<file path="src/rtl/ex_forward.sv">
// EX-stage operand forwarding and load-use hazard detection.
// Tracks the instructions in the EX and MEM slots and steers Rn/Rm from the regfile, ALU or memory.
module ex_forward #(
    parameter int unsigned      ALUAW  = 4,
    parameter int unsigned      REGAW  = 4,
    parameter logic [ALUAW-1:0] OP_TST = ALUAW'(8),
    parameter logic [ALUAW-1:0] OP_TEQ = ALUAW'(9),
    parameter logic [ALUAW-1:0] OP_CMP = ALUAW'(10),
    parameter logic [ALUAW-1:0] OP_CMN = ALUAW'(11)
) (
    input  logic             clk,
    input  logic             rst,
    input  logic             in_valid,
    input  logic [ALUAW-1:0] in_alu_opcode,
    input  logic [REGAW-1:0] in_rd,
    input  logic [REGAW-1:0] in_rn,
    input  logic [REGAW-1:0] in_rm,
    input  logic             in_wr_en,
    input  logic             in_is_load,
    input  logic [31:0]      in_rn_val,
    input  logic [31:0]      in_rm_val,
    input  logic [31:0]      alu_result,
    input  logic [31:0]      mem_rdata,
    output logic [31:0]      op_a,
    output logic [31:0]      op_b,
    output logic [1:0]       fwd_a_sel,
    output logic [1:0]       fwd_b_sel,
    output logic             stall
);

    typedef enum logic [1:0] {
        SRC_RF  = 2'd0,
        SRC_EX  = 2'd1,
        SRC_MEM = 2'd2
    } fwd_src_t;

    typedef struct packed {
        logic             valid;
        logic [REGAW-1:0] rd;
        logic             wr;
        logic             is_load;
    } ex_slot_t;

    typedef struct packed {
        logic             valid;
        logic [REGAW-1:0] rd;
        logic             wr;
        logic             is_load;
        logic [31:0]      data;
    } mem_slot_t;

    localparam logic [REGAW-1:0] PC_IDX = REGAW'(15);

    ex_slot_t  ex_q;
    mem_slot_t mem_q;

    logic        flag_only;
    logic        in_wr;
    logic        ex_hit_a;
    logic        ex_hit_b;
    logic        mem_hit_a;
    logic        mem_hit_b;
    logic [31:0] mem_fwd_data;
    fwd_src_t    src_a;
    fwd_src_t    src_b;

    function automatic logic slot_hit(input logic v, input logic w,
                                      input logic [REGAW-1:0] rd,
                                      input logic [REGAW-1:0] idx);
        return v && w && (rd == idx) && (idx != PC_IDX);
    endfunction

    // Compare-style ops only update flags, so they never produce a forwardable result.
    always_comb begin
        flag_only = 1'b0;
        if (in_alu_opcode == OP_TST || in_alu_opcode == OP_TEQ ||
            in_alu_opcode == OP_CMP || in_alu_opcode == OP_CMN)
            flag_only = 1'b1;
        in_wr = in_wr_en && !flag_only;
    end

    always_comb begin
        ex_hit_a     = slot_hit(ex_q.valid, ex_q.wr, ex_q.rd, in_rn);
        ex_hit_b     = slot_hit(ex_q.valid, ex_q.wr, ex_q.rd, in_rm);
        mem_hit_a    = slot_hit(mem_q.valid, mem_q.wr, mem_q.rd, in_rn);
        mem_hit_b    = slot_hit(mem_q.valid, mem_q.wr, mem_q.rd, in_rm);
        mem_fwd_data = mem_q.is_load ? mem_rdata : mem_q.data;
    end

    // A load in EX has no data yet: the operand falls through to MEM/regfile and stall covers it.
    always_comb begin
        src_a = SRC_RF;
        op_a  = in_rn_val;
        if (ex_hit_a && !ex_q.is_load) begin
            src_a = SRC_EX;
            op_a  = alu_result;
        end else if (mem_hit_a) begin
            src_a = SRC_MEM;
            op_a  = mem_fwd_data;
        end

        src_b = SRC_RF;
        op_b  = in_rm_val;
        if (ex_hit_b && !ex_q.is_load) begin
            src_b = SRC_EX;
            op_b  = alu_result;
        end else if (mem_hit_b) begin
            src_b = SRC_MEM;
            op_b  = mem_fwd_data;
        end

        fwd_a_sel = src_a;
        fwd_b_sel = src_b;
    end

    always_comb begin
        stall = in_valid && ex_q.is_load && (ex_hit_a || ex_hit_b);
    end

    // A stalled edge inserts a bubble into EX, so the hazard cannot repeat on the re-presented op.
    always_ff @(posedge clk) begin
        if (rst) begin
            ex_q.valid    <= 1'b0;
            ex_q.wr       <= 1'b0;
            ex_q.is_load  <= 1'b0;
            mem_q.valid   <= 1'b0;
            mem_q.wr      <= 1'b0;
            mem_q.is_load <= 1'b0;
            mem_q.data    <= '0;
        end else begin
            mem_q.valid   <= ex_q.valid;
            mem_q.rd      <= ex_q.rd;
            mem_q.wr      <= ex_q.wr;
            mem_q.is_load <= ex_q.is_load;
            mem_q.data    <= alu_result;
            if (stall) begin
                ex_q.valid <= 1'b0;
            end else begin
                ex_q.valid   <= in_valid;
                ex_q.rd      <= in_rd;
                ex_q.wr      <= in_wr;
                ex_q.is_load <= in_is_load;
            end
        end
    end

endmodule

</file>
<file path="config.mk">
export PLATFORM = sky130hd
export DESIGN_NAME = ex_forward
export DESIGN_NICKNAME = d
export VERILOG_FILES = /design/src/rtl/ex_forward.sv
export SDC_FILE = /design/constraint.sdc
export NUM_CORES = 1
export LEC_CHECK = 0
export ABC_CLOCK_PERIOD_IN_PS = 4350
export CAP_MARGIN = 5
export CORE_UTILIZATION = 42
export DETAILED_ROUTE_END_ITERATION = 16
export PLACE_DENSITY = 0.95
export REMOVE_ABC_BUFFERS = 1
export SLEW_MARGIN = 0
export SYNTH_ARGS = -nofsm -noshare
export SYNTH_HDL_FRONTEND = slang
export SYNTH_SLANG_ARGS = --single-unit
</file>
<file path="constraint.sdc">
create_clock -name clk -period 4.35 [get_ports clk]
set_input_delay 0.87 -clock clk [delete_from_list [all_inputs] [get_ports clk]]
set_output_delay 0.87 -clock clk [all_outputs]
set_load 0.03 [all_outputs]
</file>
==> flow_summary.html <==
<table>
<tr><th>Metric</th><th>Value</th></tr>
<tr><th colspan="2">Run status</th></tr>
<tr><td>Run status</td><td>complete, no violations</td></tr>
<tr><th colspan="2">Global route</th></tr>
<tr><td>Overflow after GRT</td><td>0</td></tr>
<tr><td>Pin count of the biggest net entering global routing</td><td>40</td></tr>
<tr><td>Initial antenna violation count</td><td>0</td></tr>
<tr><td>Total global-route track usage</td><td>31.0%</td></tr>
<tr><td>Via count of the first global-routing pass</td><td>5046</td></tr>
<tr><td>First-pass GRT wire length</td><td>24100 um</td></tr>
<tr><th colspan="2">Place</th></tr>
<tr><td>Cell area reported after detailed placement</td><td>5940 um2</td></tr>
<tr><td>Dpl ws</td><td>-0.0828 ns</td></tr>
<tr><td>Final weighted congestion in routability-driven placement</td><td>0.936</td></tr>
<tr><td>Port-buffer cells</td><td>215</td></tr>
<tr><td>Placed wire-length estimate</td><td>10700 um</td></tr>
<tr><td>Cells after DPL</td><td>773</td></tr>
<tr><th colspan="2">Clocking</th></tr>
<tr><td>Hold buffers post-CTS</td><td>0</td></tr>
<tr><td># Post-CTS Setup Buffers</td><td>0</td></tr>
<tr><td>CTS sink count</td><td>46</td></tr>
<tr><td>Max Root-Sink Buffers</td><td>2</td></tr>
<tr><td>Clock input transition at the sequential cells of the worst setup and hold paths</td><td>0.08 ns</td></tr>
<tr><td>Clock insertion delay at the later pin of the skew report</td><td>0.29 ns</td></tr>
<tr><td>Clock Root Buffer</td><td>sky130_fd_sc_hd__clkbuf_8</td></tr>
<tr><td>Total clock buffers created by CTS</td><td>5</td></tr>
<tr><td>Deepest level of the CTS H-tree</td><td>2</td></tr>
<tr><td>CTS tree</td><td>built</td></tr>
<tr><th colspan="2">Die</th></tr>
<tr><td>Die extent in x</td><td>97.3 um</td></tr>
<tr><td>FP Rows</td><td>34</td></tr>
<tr><td>Starting Density</td><td>43.5%</td></tr>
<tr><td>Die Y-Extent</td><td>97.3 um</td></tr>
<tr><td>Total core area</td><td>8760 um2</td></tr>
<tr><td>Total die area</td><td>9470 um2</td></tr>
<tr><td>Ports placed on the boundary</td><td>218</td></tr>
<tr><th colspan="2">Power and ir drop</th></tr>
<tr><td>Power consumption</td><td>1.19 mW</td></tr>
<tr><td>Combinational power share</td><td>38.0%</td></tr>
<tr><td>Largest vdd supply drop</td><td>111 uV</td></tr>
<tr><td>Static leakage</td><td>2.64 nW</td></tr>
<tr><td>Power density over cell area</td><td>196 nW/um2</td></tr>
<tr><td>Pint</td><td>806 uW</td></tr>
<tr><td>Proportion of power drawn by the clock network</td><td>22.5%</td></tr>
<tr><td>Sw Ratio</td><td>32.4%</td></tr>
<tr><td>Proportion of power drawn by flip-flops and latches</td><td>39.5%</td></tr>
<tr><td>Total net switching power</td><td>386 uW</td></tr>
<tr><th colspan="2">STA</th></tr>
<tr><td>Setup TNS</td><td>0 ns</td></tr>
<tr><td>Post-layout minimum cycle time</td><td>4.20 ns</td></tr>
<tr><td>Number of endpoints with negative hold slack in the final report</td><td>0</td></tr>
<tr><td>Final Worst Setup Slack</td><td>0.153 ns</td></tr>
<tr><td>Worst setup skew after layout</td><td>0.00550 ns</td></tr>
<tr><td>Slew Limit Headroom</td><td>47.3%</td></tr>
<tr><td>Max frequency</td><td>238 MHz</td></tr>
<tr><td>Final setup fails</td><td>0</td></tr>
<tr><td>Tightest hold margin</td><td>0.485 ns</td></tr>
<tr><td>Worst slew pin tran</td><td>0.790 ns</td></tr>
<tr><td>Max Slew Vio Count</td><td>0</td></tr>
<tr><td>Setup repair after global routing missed its margin</td><td>false</td></tr>
<tr><td>Period Utilization, post-route</td><td>96.5%</td></tr>
<tr><th colspan="2">Synth</th></tr>
<tr><td>Leading post-synthesis cells by cell area</td><td>sky130_fd_sc_hd__dfxtp_1 (20%), sky130_fd_sc_hd__o31ai_1 (12%), sky130_fd_sc_hd__and3_1 (10%)</td></tr>
<tr><td>Post-Synthesis Cells</td><td>480</td></tr>
<tr><td>Post-synth top flop</td><td>sky130_fd_sc_hd__dfxtp_1</td></tr>
<tr><td>Distinct cell type count of the synthesized netlist</td><td>37</td></tr>
<tr><td>Mapped Avg Cell Area</td><td>7.95 um2</td></tr>
<tr><td>Asr flop ratio synth</td><td>0%</td></tr>
<tr><td>Biggest area consumer among synthesized cells</td><td>sky130_fd_sc_hd__dfxtp_1</td></tr>
<tr><td>Netlist Area Pre-Place</td><td>3820 um2</td></tr>
<tr><td>Synth Register Bits</td><td>46</td></tr>
<tr><td>Proportion of synthesized chip area in sequential cells</td><td>26.2%</td></tr>
<tr><td>Yosys Warn Count</td><td>0</td></tr>
<tr><td>Top cell type's share of synthesized area</td><td>19.9%</td></tr>
<tr><td>EDFF count, synth</td><td>8</td></tr>
<tr><th colspan="2">Worst setup path</th></tr>
<tr><td>Worst Path Class, Setup</td><td>in -&gt; out</td></tr>
<tr><td>Startpoint of the worst-slack reg-to-reg timing path</td><td>ex_q[2]</td></tr>
<tr><td>Register-to-register setup slack</td><td>2.25 ns</td></tr>
<tr><td>Capture point of the worst path</td><td>op_a[7]</td></tr>
<tr><td>Worst-case reg-to-reg path depth</td><td>5</td></tr>
<tr><td>Capturing element type of the critical path</td><td>primary output</td></tr>
<tr><td>Data required time at the worst endpoint</td><td>3.48 ns</td></tr>
<tr><td>Worst-path cell chain</td><td>clkdlybuf4s50_1, and4_1, nor4_2, buf_4, a21oi_1, o31ai_1, clkdlybuf4s50_1</td></tr>
<tr><td>Worst Path Arrival</td><td>3.33 ns</td></tr>
<tr><td>Cell repeated most along the worst path</td><td>sky130_fd_sc_hd__clkdlybuf4s50_1</td></tr>
<tr><td>R2R Path End</td><td>ex_q[4]</td></tr>
<tr><td>Worst-path cell with the longest stage delay</td><td>sky130_fd_sc_hd__clkdlybuf4s50_1</td></tr>
<tr><td>Launch point of the critical path</td><td>in_rn[3]</td></tr>
<tr><td>Largest driver fanout on the critical path</td><td>6</td></tr>
<tr><td>Crit start category</td><td>input pin</td></tr>
<tr><td>Worst stage delay on the critical path</td><td>0.74 ns</td></tr>
<tr><th colspan="2">Layout</th></tr>
<tr><td>Count of antenna diodes in the layout</td><td>0</td></tr>
<tr><td>Area of all placed cells without fillers</td><td>6090 um2</td></tr>
<tr><td>End-of-flow core utilization</td><td>69.5%</td></tr>
<tr><td>Non-filler cells in the finished layout</td><td>780</td></tr>
<tr><td>Area taken by flip-flops and latches</td><td>1000 um2</td></tr>
<tr><td>Final-layout fill cell count</td><td>672</td></tr>
<tr><td>Number of nets in the layout</td><td>821</td></tr>
<tr><td>Area growth from synthesis to layout</td><td>59.7%</td></tr>
<tr><td>Multi-input gate area</td><td>2520 um2</td></tr>
<tr><td>Fraction of final layout cells sized beyond drive strength 1</td><td>12.8%</td></tr>
<tr><th colspan="2">Detailed routing</th></tr>
<tr><td>Count of TritonRoute iterations in the first routing pass</td><td>7</td></tr>
<tr><td>Post-detailed-route count of antenna-violating nets</td><td>0</td></tr>
<tr><td>Via density per instance</td><td>6.26</td></tr>
<tr><td>Total vias in the final route</td><td>4883</td></tr>
<tr><td>Post-detailed-route wirelength per cell</td><td>19.6 um</td></tr>
<tr><td>Final Routed Wirelength</td><td>15300 um</td></tr>
<tr><td>Number of DRC markers after the initial detailed-route iteration</td><td>363</td></tr>
<tr><td>DRC violations left</td><td>0</td></tr>
<tr><th colspan="2">Run</th></tr>
<tr><td>Number of violations of the max-capacitance limit</td><td>0</td></tr>
<tr><th colspan="2">Hold path</th></tr>
<tr><td>Path type of the worst min-delay path</td><td>reg -&gt; reg</td></tr>
</table>
==> sequential cells by signal, indices dropped and copies added (netlist names) <==
name and cells:
mem_q 39, ex_q 7
==> cell type report <==
cell class / count / area share (%)
clock buffers: 7 / 1.42
inverters: 5 / 0.308
multi-input cells: 374 / 41.3
flip-flops and latches: 46 / 16.4
well taps: 108 / 2.22
repair buffers: 240 / 38.3
==> metal layers <==
layer  vias to the layer above  share of wire (%)  GRT usage, %
li1                       2170                  -             -
met1                      2261                 37          35.5
met2                       381                 50          55.3
met3                        71                9.3          5.11
met4                         0                4.4          16.1
met5                         -                  0             0
==> timing repair <==
action | CTS | global route
endpoints found under the hold margin | 0 | 0
gates resized for setup | 3 | 26
endpoints found under the setup margin | 5 | 26
==> cells in the final DEF (no fill, tap or decap), types with 5 or more instances in the layout <==
cell	Yosys	routed
sky130_fd_sc_hd__buf_4	6	58
sky130_fd_sc_hd__clkbuf_8	1	6
sky130_fd_sc_hd__a21oi_1	66	66
sky130_fd_sc_hd__nand3_1	59	59
sky130_fd_sc_hd__edfxtp_1	8	8
sky130_fd_sc_hd__inv_1	5	5
sky130_fd_sc_hd__dfxtp_1	38	37
sky130_fd_sc_hd__nor2b_1	34	34
sky130_fd_sc_hd__mux2i_1	32	32
sky130_fd_sc_hd__clkdlybuf4s50_1	0	152
sky130_fd_sc_hd__and3_1	63	63
sky130_fd_sc_hd__dlymetal6s2s_1	0	26
sky130_fd_sc_hd__o31ai_1	61	61
sky130_fd_sc_hd__xor2_1	14	14
==> synth_stat cells, drive strengths merged (6+ instances only) <==
| cell | count |
|---|---|
| nor3 | 6 |
| edfxtp | 8 |
| nor2b | 34 |
| o31ai | 61 |
| mux2i | 32 |
| xor2 | 14 |
| dfxtp | 38 |
| nand3 | 59 |
| buf | 21 |
| clkbuf | 34 |
| and3 | 65 |
| a21oi | 66 |
==> cell families (layout without fill, tap and decap cells) <==
family	count (synthesis)	in the layout	synth area share, %
flip-flops	46	46	26.2
AND/OR/NAND/NOR	189	189	29.9
multiplexers	32	32	8.39
XOR/XNOR	16	16	3.67
AO/OA/AOI/OAI	137	137	23.4
buffers and inverters	60	252	8.43
==> power by group through the flow <==
stage	clock, mW	sequential, mW	combinational (mW)
2_1_floorplan	0	0.477	0.186
3_3_place_gp	0	0.479	0.439
3_5_place_dp	0	0.481	0.449
4_1_cts	0.270	0.471	0.452
5_1_grt	0.290	0.474	0.478
6_report	0.268	0.471	0.454
==> how the worst min path moves through the flow <==
stage / startpoint / endpoint / slack (ns) / depth (start not counted)
final: ex_q[6] / mem_q[38] / 0.49 / 1
after CTS: ex_q[6] / mem_q[38] / 0.48 / 1
after detailed placement: ex_q[6] / mem_q[38] / 0.47 / 1
after floorplan: ex_q[1] / mem_q[33] / 0.44 / 1
after global routing: ex_q[6] / mem_q[38] / 0.50 / 1
after global placement: ex_q[6] / mem_q[38] / 0.46 / 1
==> critical path: cells and delay by family <==
kind                   cells  cell delay (ns)
AND/OR/NAND/NOR            2             0.62
buffers and inverters      3             1.45
AO/OA/AOI/OAI              2             0.39
Note: power is estimated with default switching activity, not from simulation.
